==> src/rtl/regfile_wb_arbiter_if.sv <==
// ----------------------------------------------------------------------------
// regfile_wb_arbiter_if
//
// Purpose: groups the bus signals between the write-back requesters
// (ALU, load, multicycle unit) and the arbiter. It also groups the arbiter's
// register-file write port.
//
// Signals:
//   Req[2:0]        one write-back request per requester (0=ALU, 1=load, 2=mcu)
//   Addr0..Addr2    destination register of each requester (ADDR_W)
//   Data0..Data2    write data of each requester (DATA_W)
//   Gnt[2:0]        one-hot grant, combinational in the current cycle
//   Stall           more than one request is pending this cycle
//   WriteAddr       registered register-file write address
//   WriteData       registered register-file write data
//   RegWrite        registered register-file write enable
//   WrCount[7:0]    saturating count of committed (nonzero-address) writes
//
// Modports:
//   master - requester side (drives requests, sees grants and the write port)
//   slave  - arbiter side
// ----------------------------------------------------------------------------
interface regfile_wb_arbiter_if #(
    parameter int DATA_W = 32,
    parameter int ADDR_W = 5
);
    logic [2:0]        Req;
    logic [ADDR_W-1:0] Addr0;
    logic [ADDR_W-1:0] Addr1;
    logic [ADDR_W-1:0] Addr2;
    logic [DATA_W-1:0] Data0;
    logic [DATA_W-1:0] Data1;
    logic [DATA_W-1:0] Data2;
    logic [2:0]        Gnt;
    logic              Stall;
    logic [ADDR_W-1:0] WriteAddr;
    logic [DATA_W-1:0] WriteData;
    logic              RegWrite;
    logic [7:0]        WrCount;

    modport master (
        output Req, Addr0, Addr1, Addr2, Data0, Data1, Data2,
        input  Gnt, Stall, WriteAddr, WriteData, RegWrite, WrCount
    );

    modport slave (
        input  Req, Addr0, Addr1, Addr2, Data0, Data1, Data2,
        output Gnt, Stall, WriteAddr, WriteData, RegWrite, WrCount
    );
endinterface

==> src/rtl/regfile_wb_arbiter.sv <==
// ----------------------------------------------------------------------------
// regfile_wb_arbiter
//
// Purpose: round-robin arbiter between three write-back sources (ALU, load,
// multicycle unit) that share the single register-file write port. A request
// granted in cycle N is registered onto the write port and presented during
// cycle N+1. Writes to register $0 take a slot but never assert RegWrite.
//
// Ports:
//   Clock  - single clock, all state updates on its rising edge
//   Reset  - asynchronous, active-low reset
//   bus    - regfile_wb_arbiter_if.slave: requests in; grant, stall,
//            register-file write port and committed-write counter out
//
// Parameters:
//   DATA_W - write-data width (matches register-file data width)
//   ADDR_W - register-address width
// ----------------------------------------------------------------------------
module regfile_wb_arbiter #(
    parameter int DATA_W = 32,
    parameter int ADDR_W = 5
) (
    input  logic                 Clock,
    input  logic                 Reset,
    regfile_wb_arbiter_if.slave  bus
);
    localparam int N_REQ = 3;

    // Round-robin pointer: the requester index scanned first.
    logic [1:0]        ptrReg;
    logic [1:0]        ptrNext;
    logic [1:0]        scanBase;

    // Scan order: candIdx[k] is the requester examined at scan position k.
    logic [1:0]        candIdx [N_REQ];
    logic [N_REQ-1:0]  candReq;

    logic [1:0]        gntIdx;
    logic              gntValid;
    logic              grantOn;

    logic [ADDR_W-1:0] selAddr;
    logic [DATA_W-1:0] selData;

    logic [ADDR_W-1:0] writeAddrReg;
    logic [ADDR_W-1:0] writeAddrNext;
    logic [DATA_W-1:0] writeDataReg;
    logic [DATA_W-1:0] writeDataNext;
    logic              regWriteReg;
    logic              regWriteNext;
    logic [7:0]        wrCountReg;
    logic [7:0]        wrCountNext;

    // An illegal pointer value of 3 scans as if it were 0; the next grant
    // rewrites the pointer with a legal value.
    assign scanBase = (ptrReg == 2'd3) ? 2'd0 : ptrReg;

    generate
        for (genvar gi = 0; gi < N_REQ; gi++) begin : g_scan
            localparam logic [2:0] OFFSET = 3'(gi);
            logic [2:0] sum;
            // (scanBase + gi) mod 3 without a divider: sum is at most 4.
            assign sum          = {1'b0, scanBase} + OFFSET;
            assign candIdx[gi]  = (sum >= 3'd3) ? 2'(sum - 3'd3) : sum[1:0];
            assign candReq[gi]  = bus.Req[candIdx[gi]];
        end
    endgenerate

    // Priority pick over the rotated order: iterating from the last scan
    // position down lets the earliest asserted position win.
    always_comb begin
        gntIdx   = 2'd0;
        gntValid = 1'b0;
        for (int i = N_REQ - 1; i >= 0; i--) begin
            if (candReq[i]) begin
                gntIdx   = candIdx[i];
                gntValid = 1'b1;
            end
        end
    end

    // No grant may be issued while reset is held.
    assign grantOn = gntValid & Reset;

    always_comb begin
        selAddr = bus.Addr0;
        selData = bus.Data0;
        case (gntIdx)
            2'd1: begin
                selAddr = bus.Addr1;
                selData = bus.Data1;
            end
            2'd2: begin
                selAddr = bus.Addr2;
                selData = bus.Data2;
            end
            default: ;
        endcase
    end

    always_comb begin
        ptrNext       = ptrReg;
        writeAddrNext = writeAddrReg;
        writeDataNext = writeDataReg;
        regWriteNext  = 1'b0;
        wrCountNext   = wrCountReg;
        if (grantOn) begin
            ptrNext       = (gntIdx == 2'd2) ? 2'd0 : gntIdx + 2'd1;
            writeAddrNext = selAddr;
            writeDataNext = selData;
            // A write to $0 still consumes the slot but is never committed.
            regWriteNext  = (selAddr != '0);
        end
        // Counted on the edge that loads RegWrite=1, so back-to-back writes
        // each count once.
        if (regWriteNext && (wrCountReg != 8'hFF)) begin
            wrCountNext = wrCountReg + 8'd1;
        end
    end

    // Asynchronous reset also discards any granted-but-uncommitted write.
    always_ff @(posedge Clock or negedge Reset) begin
        if (!Reset) begin
            ptrReg       <= 2'd0;
            writeAddrReg <= '0;
            writeDataReg <= '0;
            regWriteReg  <= 1'b0;
            wrCountReg   <= 8'd0;
        end else begin
            ptrReg       <= ptrNext;
            writeAddrReg <= writeAddrNext;
            writeDataReg <= writeDataNext;
            regWriteReg  <= regWriteNext;
            wrCountReg   <= wrCountNext;
        end
    end

    assign bus.Gnt       = grantOn ? (3'b001 << gntIdx) : 3'b000;
    // A single grant per cycle means a stall exactly when two or more
    // requests are pending.
    assign bus.Stall     = Reset & ((bus.Req[0] & bus.Req[1]) |
                                    (bus.Req[0] & bus.Req[2]) |
                                    (bus.Req[1] & bus.Req[2]));
    assign bus.WriteAddr = writeAddrReg;
    assign bus.WriteData = writeDataReg;
    assign bus.RegWrite  = regWriteReg;
    assign bus.WrCount   = wrCountReg;

endmodule

==> src/flat_wrapper.sv <==
// flat-port wrapper written by rule: the top's interface ports become plain ports
module regfile_wb_arbiter_flat 
#(
    parameter int DATA_W = 32,
    parameter int ADDR_W = 5
)
  (Clock, Reset, bus_Req, bus_Addr0, bus_Addr1, bus_Addr2, bus_Data0, bus_Data1, bus_Data2, bus_Gnt, bus_Stall, bus_WriteAddr, bus_WriteData, bus_RegWrite, bus_WrCount);
  regfile_wb_arbiter_if #(.DATA_W(DATA_W), .ADDR_W(ADDR_W)) bus_i ();
  input  logic Clock;
  input  logic Reset;
  input wire logic [$bits(bus_i.Req)-1:0] bus_Req;
  input wire logic [$bits(bus_i.Addr0)-1:0] bus_Addr0;
  input wire logic [$bits(bus_i.Addr1)-1:0] bus_Addr1;
  input wire logic [$bits(bus_i.Addr2)-1:0] bus_Addr2;
  input wire logic [$bits(bus_i.Data0)-1:0] bus_Data0;
  input wire logic [$bits(bus_i.Data1)-1:0] bus_Data1;
  input wire logic [$bits(bus_i.Data2)-1:0] bus_Data2;
  output wire logic [$bits(bus_i.Gnt)-1:0] bus_Gnt;
  output wire logic [$bits(bus_i.Stall)-1:0] bus_Stall;
  output wire logic [$bits(bus_i.WriteAddr)-1:0] bus_WriteAddr;
  output wire logic [$bits(bus_i.WriteData)-1:0] bus_WriteData;
  output wire logic [$bits(bus_i.RegWrite)-1:0] bus_RegWrite;
  output wire logic [$bits(bus_i.WrCount)-1:0] bus_WrCount;
  assign bus_i.Req = bus_Req;
  assign bus_i.Addr0 = bus_Addr0;
  assign bus_i.Addr1 = bus_Addr1;
  assign bus_i.Addr2 = bus_Addr2;
  assign bus_i.Data0 = bus_Data0;
  assign bus_i.Data1 = bus_Data1;
  assign bus_i.Data2 = bus_Data2;
  assign bus_Gnt = bus_i.Gnt;
  assign bus_Stall = bus_i.Stall;
  assign bus_WriteAddr = bus_i.WriteAddr;
  assign bus_WriteData = bus_i.WriteData;
  assign bus_RegWrite = bus_i.RegWrite;
  assign bus_WrCount = bus_i.WrCount;
  regfile_wb_arbiter #(.DATA_W(DATA_W), .ADDR_W(ADDR_W)) u_core (.Clock(Clock), .Reset(Reset), .bus(bus_i));
endmodule
==> config.mk <==
export PLATFORM = sky130hd
export DESIGN_NAME = regfile_wb_arbiter_flat
export DESIGN_NICKNAME = d
export VERILOG_FILES = /design/src/rtl/regfile_wb_arbiter_if.sv /design/src/rtl/regfile_wb_arbiter.sv /design/src/flat_wrapper.sv
export SDC_FILE = /design/constraint.sdc
export NUM_CORES = 1
export LEC_CHECK = 0
export ABC_AREA = 0
export BUFFER_PORTS_ARGS = -buffer_cell sky130_fd_sc_hd__buf_2
export CORE_ASPECT_RATIO = 1.1
export CORE_MARGIN = 4
export CORE_UTILIZATION = 29
export CTS_CLUSTER_DIAMETER = 60
export CTS_CLUSTER_SIZE = 12
export DETAILED_ROUTE_END_ITERATION = 16
export GPL_ROUTABILITY_DRIVEN = 0
export GPL_TIMING_DRIVEN = 1
export PLACE_DENSITY = 0.68
export SLEW_MARGIN = 20
export SYNTH_ARGS = -nofsm -noshare
export SYNTH_HDL_FRONTEND = slang
export SYNTH_SLANG_ARGS = --single-unit
==> constraint.sdc <==
create_clock -name Clock -period 4.51 [get_ports Clock]
set_input_delay 0.902 -clock Clock [delete_from_list [all_inputs] [get_ports Clock]]
set_output_delay 0.902 -clock Clock [all_outputs]
set_load 0.02 [all_outputs]
==> summary.md, run 1 <==
| Metric | Value |
|---|---|
| Net Count, Synth | 458 |
| Total chip power | 2980 uW |
| Number of nets in the layout | 613 |
| Most area-hungry cell type in the Yosys netlist | sky130_fd_sc_hd__dfrtp_1 |
| Power per Cell Area | 769.9 nW/um^2 |
| Area overhead of the layout relative to synthesis | 36.78% |
| Number of antenna violations at the first check in global routing | 0 |
| Required time worst endpoint | 3610 ps |
| Simple-gate share of the synthesized area | 0.1631 |
| Worst-case setup margin in the final layout | 442.2 ps |
| Core area | 9444 sq um |
| Post-Synth XOR/XNOR Area | 0.01857 |
| Endpoint type of the worst setup path | primary output |
| RSZ-0062 raised after global routing | false |
| Setup TNS Final | 0 ps |
| Slew of the pin with the lowest slew margin | 631.7 ps |
| Synth Area in Adders | 0.03979 |
| Number of buffers on the longest clock path | 2 |
| Cell chosen for the clock root | sky130_fd_sc_hd__clkbuf_8 |
| Clk sinks | 48 |
| Fraction of final layout cells sized beyond drive strength 1 | 0.3926 |
| FF+latch count, synth | 48 |
| Highest clock rate | 0.2458 GHz |
| Post-synth ARST share | 1.000 |
| Fraction of synthesized area in multiplexers | 0.03227 |
| Filler Cell Count | 1004 |
| Placement Rows | 37 |
| Sequential element share of the synthesized area | 0.4244 |
| Max-cap violations | 0 |
| Most common library cells after synthesis | 78 x sky130_fd_sc_hd__nand2_1, 72 x sky130_fd_sc_hd__o21ai_0, 48 x sky130_fd_sc_hd__dfrtp_1, 33 x sky130_fd_sc_hd__a22oi_1 |
| Number of nets with antenna violations after routing | 0 |
| Leakage | 0.001955 uW |
| Post-placement setup slack | 465.8 ps |
| Relative slew margins | 0.5789 |
| Via count of the first global-routing pass | 3012 |
| Share of Yosys cell area claimed by the top area cell type | 0.4244 |
| Area of the mapped netlist | 2830 sq um |
| Clock insertion delay at the later pin of the skew report | 310 ps |
| Syn avg cell area | 8.499 sq um |
| Ports | 166 |
| Synthesis Warnings | 0 |
| Top flip-flop cell by instance count after synthesis | sky130_fd_sc_hd__dfrtp_1 |
| Diode count | 0 |
| Fin. max-slew vios | 0 |
| Kind of start point of the critical path | register |
| Die boundary width | 102.2 microns |
| Number of buffers inserted by hold repair at cts | 0 |
| Synth Area in Compound Gates | 0.2723 |
| CTS Buf Count | 5 |
| Die area | 11410 sq um |
| Drt first pass iters | 4 |
| Tightest Hold Check Type | reg -> reg |
| Cell with the most instances after synthesis | sky130_fd_sc_hd__nand2_1 |
| Post-CTS clock slew at the launch and capture registers of the worst setup and hold paths | 90 ps |
| Ranking of synthesized cells by area | sky130_fd_sc_hd__dfrtp_1 42%, sky130_fd_sc_hd__o21ai_0 13%, sky130_fd_sc_hd__nand2_1 10% |
| 1st-iter DRT viols | 109 |
| Setup bufs post-CTS | 0 |
| Post-detailed-route wirelength per cell | 14.43 microns |
| Largest net degree at the start of global routing | 49 |
| Detailed placer's ending HPWL | 7001 microns |
| Crit path kind | reg -> out |
| Worst VDD drop | 0.2842 mV |
| TritonCTS clock tree | built |
| Die height | 111.6 microns |
| Number of DRC violations after detailed routing | 0 |
| Total Routing Usage GR | 0.1504 |
| Via count normalized by instance count | 4.919 |
| Shortest period the worst path allows | 4068 ps |
| Routed wire length | 8742 microns |
| Number of unique standard cell types used by synthesis | 36 |
| Number of enable flip-flop cells after synthesis | 0 |
| Final setup violating endpoints | 0 |
| Dominant combinational cell family by area after synthesis | compound AO/OA/AOI/OAI gates |
| H-Tree Depth | 2 |
| Gate Count Post-Synth | 333 |
| Final hold viol count | 0 |
| Quantity of I/O buffers inserted on ports | 165 |
| Maximum fanout along the worst path | 13 |
| Global-route wire length before repair | 13860 microns |
| Critical Path AT | 3170 ps |
| Result of the run | finished clean |
| Fin crit share | 0.9020 |
| Overall overflow remaining after global route | 0 |
| Vias post-DR | 2981 |
| Clock Skew | 3.545 ps |
| Number of gates resized after CTS | 0 |
| Initial standard-cell utilization of the core | 0.2997 |
[path summary, 6_finish.rpt]
| path | cells past startpoint | endpoint | startpoint | slack (ps) |
|---|---|---|---|---|
| setup / recovery | 12 | bus_Gnt[1] | u_core.ptrReg[1]$_DFFE_PN0P_ | 440 |
| hold / removal | 2 | u_core.bus.WriteData[29]$_DFFE_PN0P_ | u_core.bus.WriteData[29]$_DFFE_PN0P_ | 480 |
| setup reg to reg | 14 | u_core.bus.WrCount[1]$_DFFE_PN0P_ | u_core.ptrReg[1]$_DFFE_PN0P_ | 700 |
| hold reg to reg | 2 | u_core.bus.WriteData[29]$_DFFE_PN0P_ | u_core.bus.WriteData[29]$_DFFE_PN0P_ | 480 |
| max in group asynchronous | 2 | u_core.bus.WrCount[1]$_DFFE_PN0P_ | Reset | 3380 |
| min in group asynchronous | 2 | u_core.ptrReg[0]$_DFFE_PN0P_ | Reset | 710 |
[state kept, by name, summed over array words and instances, names as in the netlist]
name and cells:
u_core.bus.RegWrite 1, u_core.bus.WrCount 8, u_core.bus.WriteAddr 5, u_core.bus.WriteData 32, u_core.ptrReg 2
[stage by stage]
step	instance area, sq um	util	std cells	hold slack (ps)
4_1_cts	3871	0.4099	606	488.4
2_1_floorplan	2830	-	333	555.4
5_1_grt	3871	0.4099	606	509.1
3_3_place_gp	3756	0.3977	598	456.6
3_5_place_dp	3756	0.3977	598	466.2
6_report	3871	0.4099	606	481.2
[where the power goes]
part / switching (uW) / internal, uW
Combinational: 1210 / 681
Clock: 158 / 167
Sequential: 124 / 642
[cells by family (layout without fill, tap and decap cells)]
kind of cell	count (synthesis)	count (layout)
AO/OA/AOI/OAI	123	123
AND/OR/NAND/NOR	105	105
flip-flops	48	48
buffers and inverters	33	189
adder cells (fa/ha/maj)	9	9
multiplexers	9	9
XOR/XNOR	6	6
[placed cells by master (no fill, tap or decap), drive strengths merged, types with 2 or more instances in the layout]
cell | netlist | layout
nand2 | 78 | 78
xor2 | 5 | 5
nand3 | 5 | 5
or2 | 2 | 2
and2 | 3 | 3
a22oi | 33 | 33
o22a | 2 | 2
dfrtp | 48 | 48
o21ai | 73 | 73
clkbuf | 10 | 5
a21oi | 6 | 6
inv | 8 | 9
a22o | 4 | 4
nor4 | 2 | 2
buf | 15 | 173
mux2i | 8 | 8
a41oi | 2 | 2
ha | 9 | 9
nor2 | 10 | 10
[layer usage]
layer	global-route usage	routed length [microns]
met1	0.1813	3478
met2	0.2596	4310
met3	0.03446	800
met4	0.05162	153
met5	0	0
[area by class of cell]
class / instances / area (sq um) / area share
inverter: 8 / 30.03 / 0.007757
timing repair buffer: 173 / 885.9 / 0.2288
clock inverter: 3 / 46.29 / 0.01196
multi-input combinational: 252 / 1493 / 0.3856
tap: 117 / 146.4 / 0.03782
sequential: 48 / 1201 / 0.3103
clock buffer: 5 / 68.82 / 0.01778
[worst max-delay path, cell delays in order (launching register included)]
cell,delay (ps)
sky130_fd_sc_hd__dfrtp_1,410
sky130_fd_sc_hd__inv_1,90
sky130_fd_sc_hd__ha_1,300
sky130_fd_sc_hd__nor2b_1,190
sky130_fd_sc_hd__o21ai_1,150
sky130_fd_sc_hd__a41oi_1,240
sky130_fd_sc_hd__a21oi_1,50
sky130_fd_sc_hd__o21ai_0,430
sky130_fd_sc_hd__inv_1,130
sky130_fd_sc_hd__ha_1,310
sky130_fd_sc_hd__buf_4,220
sky130_fd_sc_hd__and2_2,170
sky130_fd_sc_hd__buf_2,150
Power figures use the tool's default switching activity.
==> run 2, diff against run 1 <==
--- a/config.mk
+++ b/config.mk
@@ -5,7 +5,7 @@
 export SDC_FILE = /design/constraint.sdc
 export NUM_CORES = 1
 export LEC_CHECK = 0
-export ABC_AREA = 0
+export ABC_AREA = 1
 export BUFFER_PORTS_ARGS = -buffer_cell sky130_fd_sc_hd__buf_2
 export CORE_ASPECT_RATIO = 1.1
 export CORE_MARGIN = 4
@@ -15,7 +15,7 @@
 export DETAILED_ROUTE_END_ITERATION = 16
 export GPL_ROUTABILITY_DRIVEN = 0
 export GPL_TIMING_DRIVEN = 1
-export PLACE_DENSITY = 0.68
+export PLACE_DENSITY = 0.67
 export SLEW_MARGIN = 20
 export SYNTH_ARGS = -nofsm -noshare
 export SYNTH_HDL_FRONTEND = slang
==> summary.md, run 2 <==
| Metric | Value |
|---|---|
| Cell with the most instances after synthesis | sky130_fd_sc_hd__nand2_1 (unchanged) |
| Tightest Hold Check Type | reg -> reg (unchanged) |
| Setup TNS Final | 0 ps (unchanged) |
| Worst VDD drop | 0.3885 mV (was 0.2842 mV) |
| Max-cap violations | 0 (unchanged) |
| Number of buffers inserted by hold repair at cts | 0 (unchanged) |
| Setup bufs post-CTS | 0 (unchanged) |
| Relative slew margins | 0.5871 (was 0.5789) |
| Post-synth ARST share | 1.000 (unchanged) |
| Overall overflow remaining after global route | 0 (unchanged) |
| Maximum fanout along the worst path | 33 (was 13) |
| Syn avg cell area | 7.299 sq um (was 8.499 sq um) |
| Detailed placer's ending HPWL | 7152 microns (was 7001 microns) |
| H-Tree Depth | 2 (unchanged) |
| RSZ-0062 raised after global routing | false (unchanged) |
| Launch instance of the worst min-delay path | u_core.bus.WriteData[16]$_DFFE_PN0P_ (was u_core.bus.WriteData[29]$_DFFE_PN0P_) |
| Highest clock rate | 0.2576 GHz (was 0.2458 GHz) |
| Filler Cell Count | 1052 (was 1004) |
| Clock insertion delay at the later pin of the skew report | 290 ps (was 310 ps) |
| Global-route wire length before repair | 14460 microns (was 13860 microns) |
| Die boundary width | 104.6 microns (was 102.2 microns) |
| Most area-hungry cell type in the Yosys netlist | sky130_fd_sc_hd__dfrtp_1 (unchanged) |
| Post-CTS clock slew at the launch and capture registers of the worst setup and hold paths | 90 ps (about the same) |
| Number of buffers on the longest clock path | 2 (unchanged) |
| Number of antenna violations at the first check in global routing | 0 (unchanged) |
| Via count of the first global-routing pass | 3157 (was 3012) |
| Clock Skew | 5.951 ps (was 3.545 ps) |
| Crit path kind | reg -> out (unchanged) |
| Number of nets with antenna violations after routing | 0 (unchanged) |
| Ranking of synthesized cells by area | sky130_fd_sc_hd__dfrtp_1 40%, sky130_fd_sc_hd__nand2_1 23%, sky130_fd_sc_hd__nand3_1 8.7% (was sky130_fd_sc_hd__dfrtp_1 42%, sky130_fd_sc_hd__o21ai_0 13%, sky130_fd_sc_hd__nand2_1 10%) |
| Placement Rows | 38 (was 37) |
| Die area | 11960 sq um (was 11410 sq um) |
| Gate Count Post-Synth | 408 (was 333) |
| Leakage | 0.002137 uW (was 0.001955 uW) |
| Shortest period the worst path allows | 3881 ps (was 4068 ps) |
| Diode count | 0 (unchanged) |
| Crit Reg-Reg Startpoint | u_core.ptrReg[0]$_DFFE_PN0P_ (was u_core.ptrReg[1]$_DFFE_PN0P_) |
| Ports | 166 (unchanged) |
| Quantity of I/O buffers inserted on ports | 165 (unchanged) |
| Area used by sequential logic in the layout | 1201 sq um (unchanged) |
| Most common library cells after synthesis | 180 x sky130_fd_sc_hd__nand2_1, 52 x sky130_fd_sc_hd__nand3_1, 48 x sky130_fd_sc_hd__dfrtp_1, 32 x sky130_fd_sc_hd__o211ai_1, 17 x sky130_fd_sc_hd__inv_1 (was 78 x sky130_fd_sc_hd__nand2_1, 72 x sky130_fd_sc_hd__o21ai_0, 48 x sky130_fd_sc_hd__dfrtp_1, 33 x sky130_fd_sc_hd__a22oi_1) |
| Largest net degree at the start of global routing | 50 (was 49) |
| Power per Cell Area | 906.2 nW/um^2 (was 769.9 nW/um^2) |
| Setup crit start | u_core.ptrReg[0]$_DFFE_PN0P_ (was u_core.ptrReg[1]$_DFFE_PN0P_) |
| Area of the mapped netlist | 2978 sq um (was 2830 sq um) |
| Result of the run | finished clean (unchanged) |
| Post-detailed-route wirelength per cell | 13.42 microns (was 14.43 microns) |
| Synthesis Warnings | 0 (unchanged) |
| Routed wire length | 9127 microns (was 8742 microns) |
| Total Routing Usage GR | 0.1482 (was 0.1504) |
| Fin. max-slew vios | 0 (unchanged) |
| Cell Count Post-Placement | 673 (was 598) |
| Critical Path AT | 2980 ps (was 3170 ps) |
| TritonCTS clock tree | built (unchanged) |
| Initial standard-cell utilization of the core | 0.2997 (about the same) |
| Endpoint type of the worst setup path | primary output (unchanged) |
| Die height | 114.3 microns (was 111.6 microns) |
| Kind of start point of the critical path | register (unchanged) |
| Commonest non-fill, non-tap cell in the layout | sky130_fd_sc_hd__nand2_1 (was sky130_fd_sc_hd__buf_2) |
| Vias post-DR | 3229 (was 2981) |
| Drt first pass iters | 6 (was 4) |
| Area overhead of the layout relative to synthesis | 32.19% (was 36.78%) |
| Slew of the pin with the lowest slew margin | 619.3 ps (was 631.7 ps) |
| Number of enable flip-flop cells after synthesis | 0 (unchanged) |
| Most frequent cells in the layout | 180 x sky130_fd_sc_hd__nand2_1, 165 x sky130_fd_sc_hd__buf_2, 52 x sky130_fd_sc_hd__nand3_1 (was 165 x sky130_fd_sc_hd__buf_2, 78 x sky130_fd_sc_hd__nand2_1, 72 x sky130_fd_sc_hd__o21ai_0) |
| Net Count, Synth | 533 (was 458) |
| FF+latch count, synth | 48 (unchanged) |
| Number of DRC violations after detailed routing | 0 (unchanged) |
| Cell chosen for the clock root | sky130_fd_sc_hd__clkbuf_8 (unchanged) |
| CTS Buf Count | 5 (unchanged) |
| Required time worst endpoint | 3610 ps (about the same) |
| Number of nets in the layout | 685 (was 613) |
| Final hold viol count | 0 (unchanged) |
| Top flip-flop cell by instance count after synthesis | sky130_fd_sc_hd__dfrtp_1 (unchanged) |
| Flip-flop count of the largest register after layout | 32 (unchanged) |
| Number of unique standard cell types used by synthesis | 30 (was 36) |
| Core area | 9937 sq um (was 9444 sq um) |
| Share of Yosys cell area claimed by the top area cell type | 0.4034 (was 0.4244) |
| Number of gates resized after CTS | 0 (unchanged) |
| Fin crit share | 0.8606 (was 0.9020) |
| Fraction of final layout cells sized beyond drive strength 1 | 0.3393 (was 0.3926) |
| Area of the multi-input gates | 1555 sq um (was 1493 sq um) |
| Sequential element share of the synthesized area | 0.4034 (was 0.4244) |
| Register-to-register path setup slack | 1200 ps (was 700 ps) |
| Fin cells | 680 (was 606) |
| Via count normalized by instance count | 4.749 (was 4.919) |
| Final setup violating endpoints | 0 (unchanged) |
| Clk sinks | 48 (unchanged) |
| 1st-iter DRT viols | 93 (was 109) |
==> run 2: cells by family after synthesis <==
| group | after synthesis | synth area share |
|---|---|---|
| AND/OR/NAND/NOR | 253 | 0.3613 |
| adder cells (fa/ha/maj) | 9 | 0.03782 |
| flip-flops | 48 | 0.4034 |
| AO/OA/AOI/OAI | 49 | 0.1105 |
| buffers and inverters | 45 | 0.07521 |
| XOR/XNOR | 4 | 0.01177 |
==> run 2: where the power goes <==
| group | internal [uW] | switching [uW] | leakage [uW] |
|---|---|---|---|
| Sequential | 647 | 119 | 0.000600 |
| Clock | 122 | 141 | 0.0000473 |
| Combinational | 871 | 1670 | 0.00149 |
==> run 2: final timing paths <==
| kind | to | cells after the start |
|---|---|---|
| worst min-delay path | u_core.bus.WriteData[16]$_DFFE_PN0P_ | 2 |
| min in group asynchronous | u_core.ptrReg[0]$_DFFE_PN0P_ | 2 |
| worst max-delay path | bus_Gnt[1] | 15 |
| worst min register to register | u_core.bus.WriteData[16]$_DFFE_PN0P_ | 2 |
| worst max register to register | u_core.bus.WrCount[6]$_DFFE_PN0P_ | 18 |
| max in group asynchronous | u_core.bus.WriteAddr[0]$_DFFE_PN0P_ | 2 |
==> run 2: worst max-delay path, cell delays in order (launching register included) <==
cell and delay (ps):
sky130_fd_sc_hd__dfrtp_1 380, sky130_fd_sc_hd__inv_1 80, sky130_fd_sc_hd__ha_1 390, sky130_fd_sc_hd__inv_1 80
sky130_fd_sc_hd__nand3_1 70, sky130_fd_sc_hd__nand2_1 80, sky130_fd_sc_hd__nor2_2 120, sky130_fd_sc_hd__nand4_1 100
sky130_fd_sc_hd__nand2_1 70, sky130_fd_sc_hd__o21ai_0 180, sky130_fd_sc_hd__inv_1 140, sky130_fd_sc_hd__ha_1 270
sky130_fd_sc_hd__buf_4 370, sky130_fd_sc_hd__inv_1 70, sky130_fd_sc_hd__nor2_1 110, sky130_fd_sc_hd__buf_2 180
==> run 2: layer usage <==
layer	GRT usage	wire [microns]
met5	0	0
met4	0.04024	164
met3	0.03666	627
met2	0.2700	4533
met1	0.1741	3802
==> run 2: layout make-up <==
cell class                 instances  area share
timing repair buffer             170      0.2193
inverter                          20     0.01907
clock buffer                       6     0.02098
tap                              120     0.03814
sequential                        48      0.3051
multi-input combinational        315      0.3951
clock inverter                     1    0.002225
==> run 2: through the flow <==
stage | hold WS (ps) | worst slack, ps | area (sq um) | power, uW | util
5_1_grt | 512.6 | 356.6 | 3936 | 3970 | 0.3961
2_1_floorplan | 545.9 | 1069 | 2978 | 2760 | -
3_3_place_gp | 457.8 | 871.2 | 3845 | 3280 | 0.3869
4_1_cts | 485.6 | 632.8 | 3936 | 3618 | 0.3961
3_5_place_dp | 461.5 | 757.6 | 3845 | 3345 | 0.3869
6_report | 478.7 | 628.6 | 3936 | 3567 | 0.3961
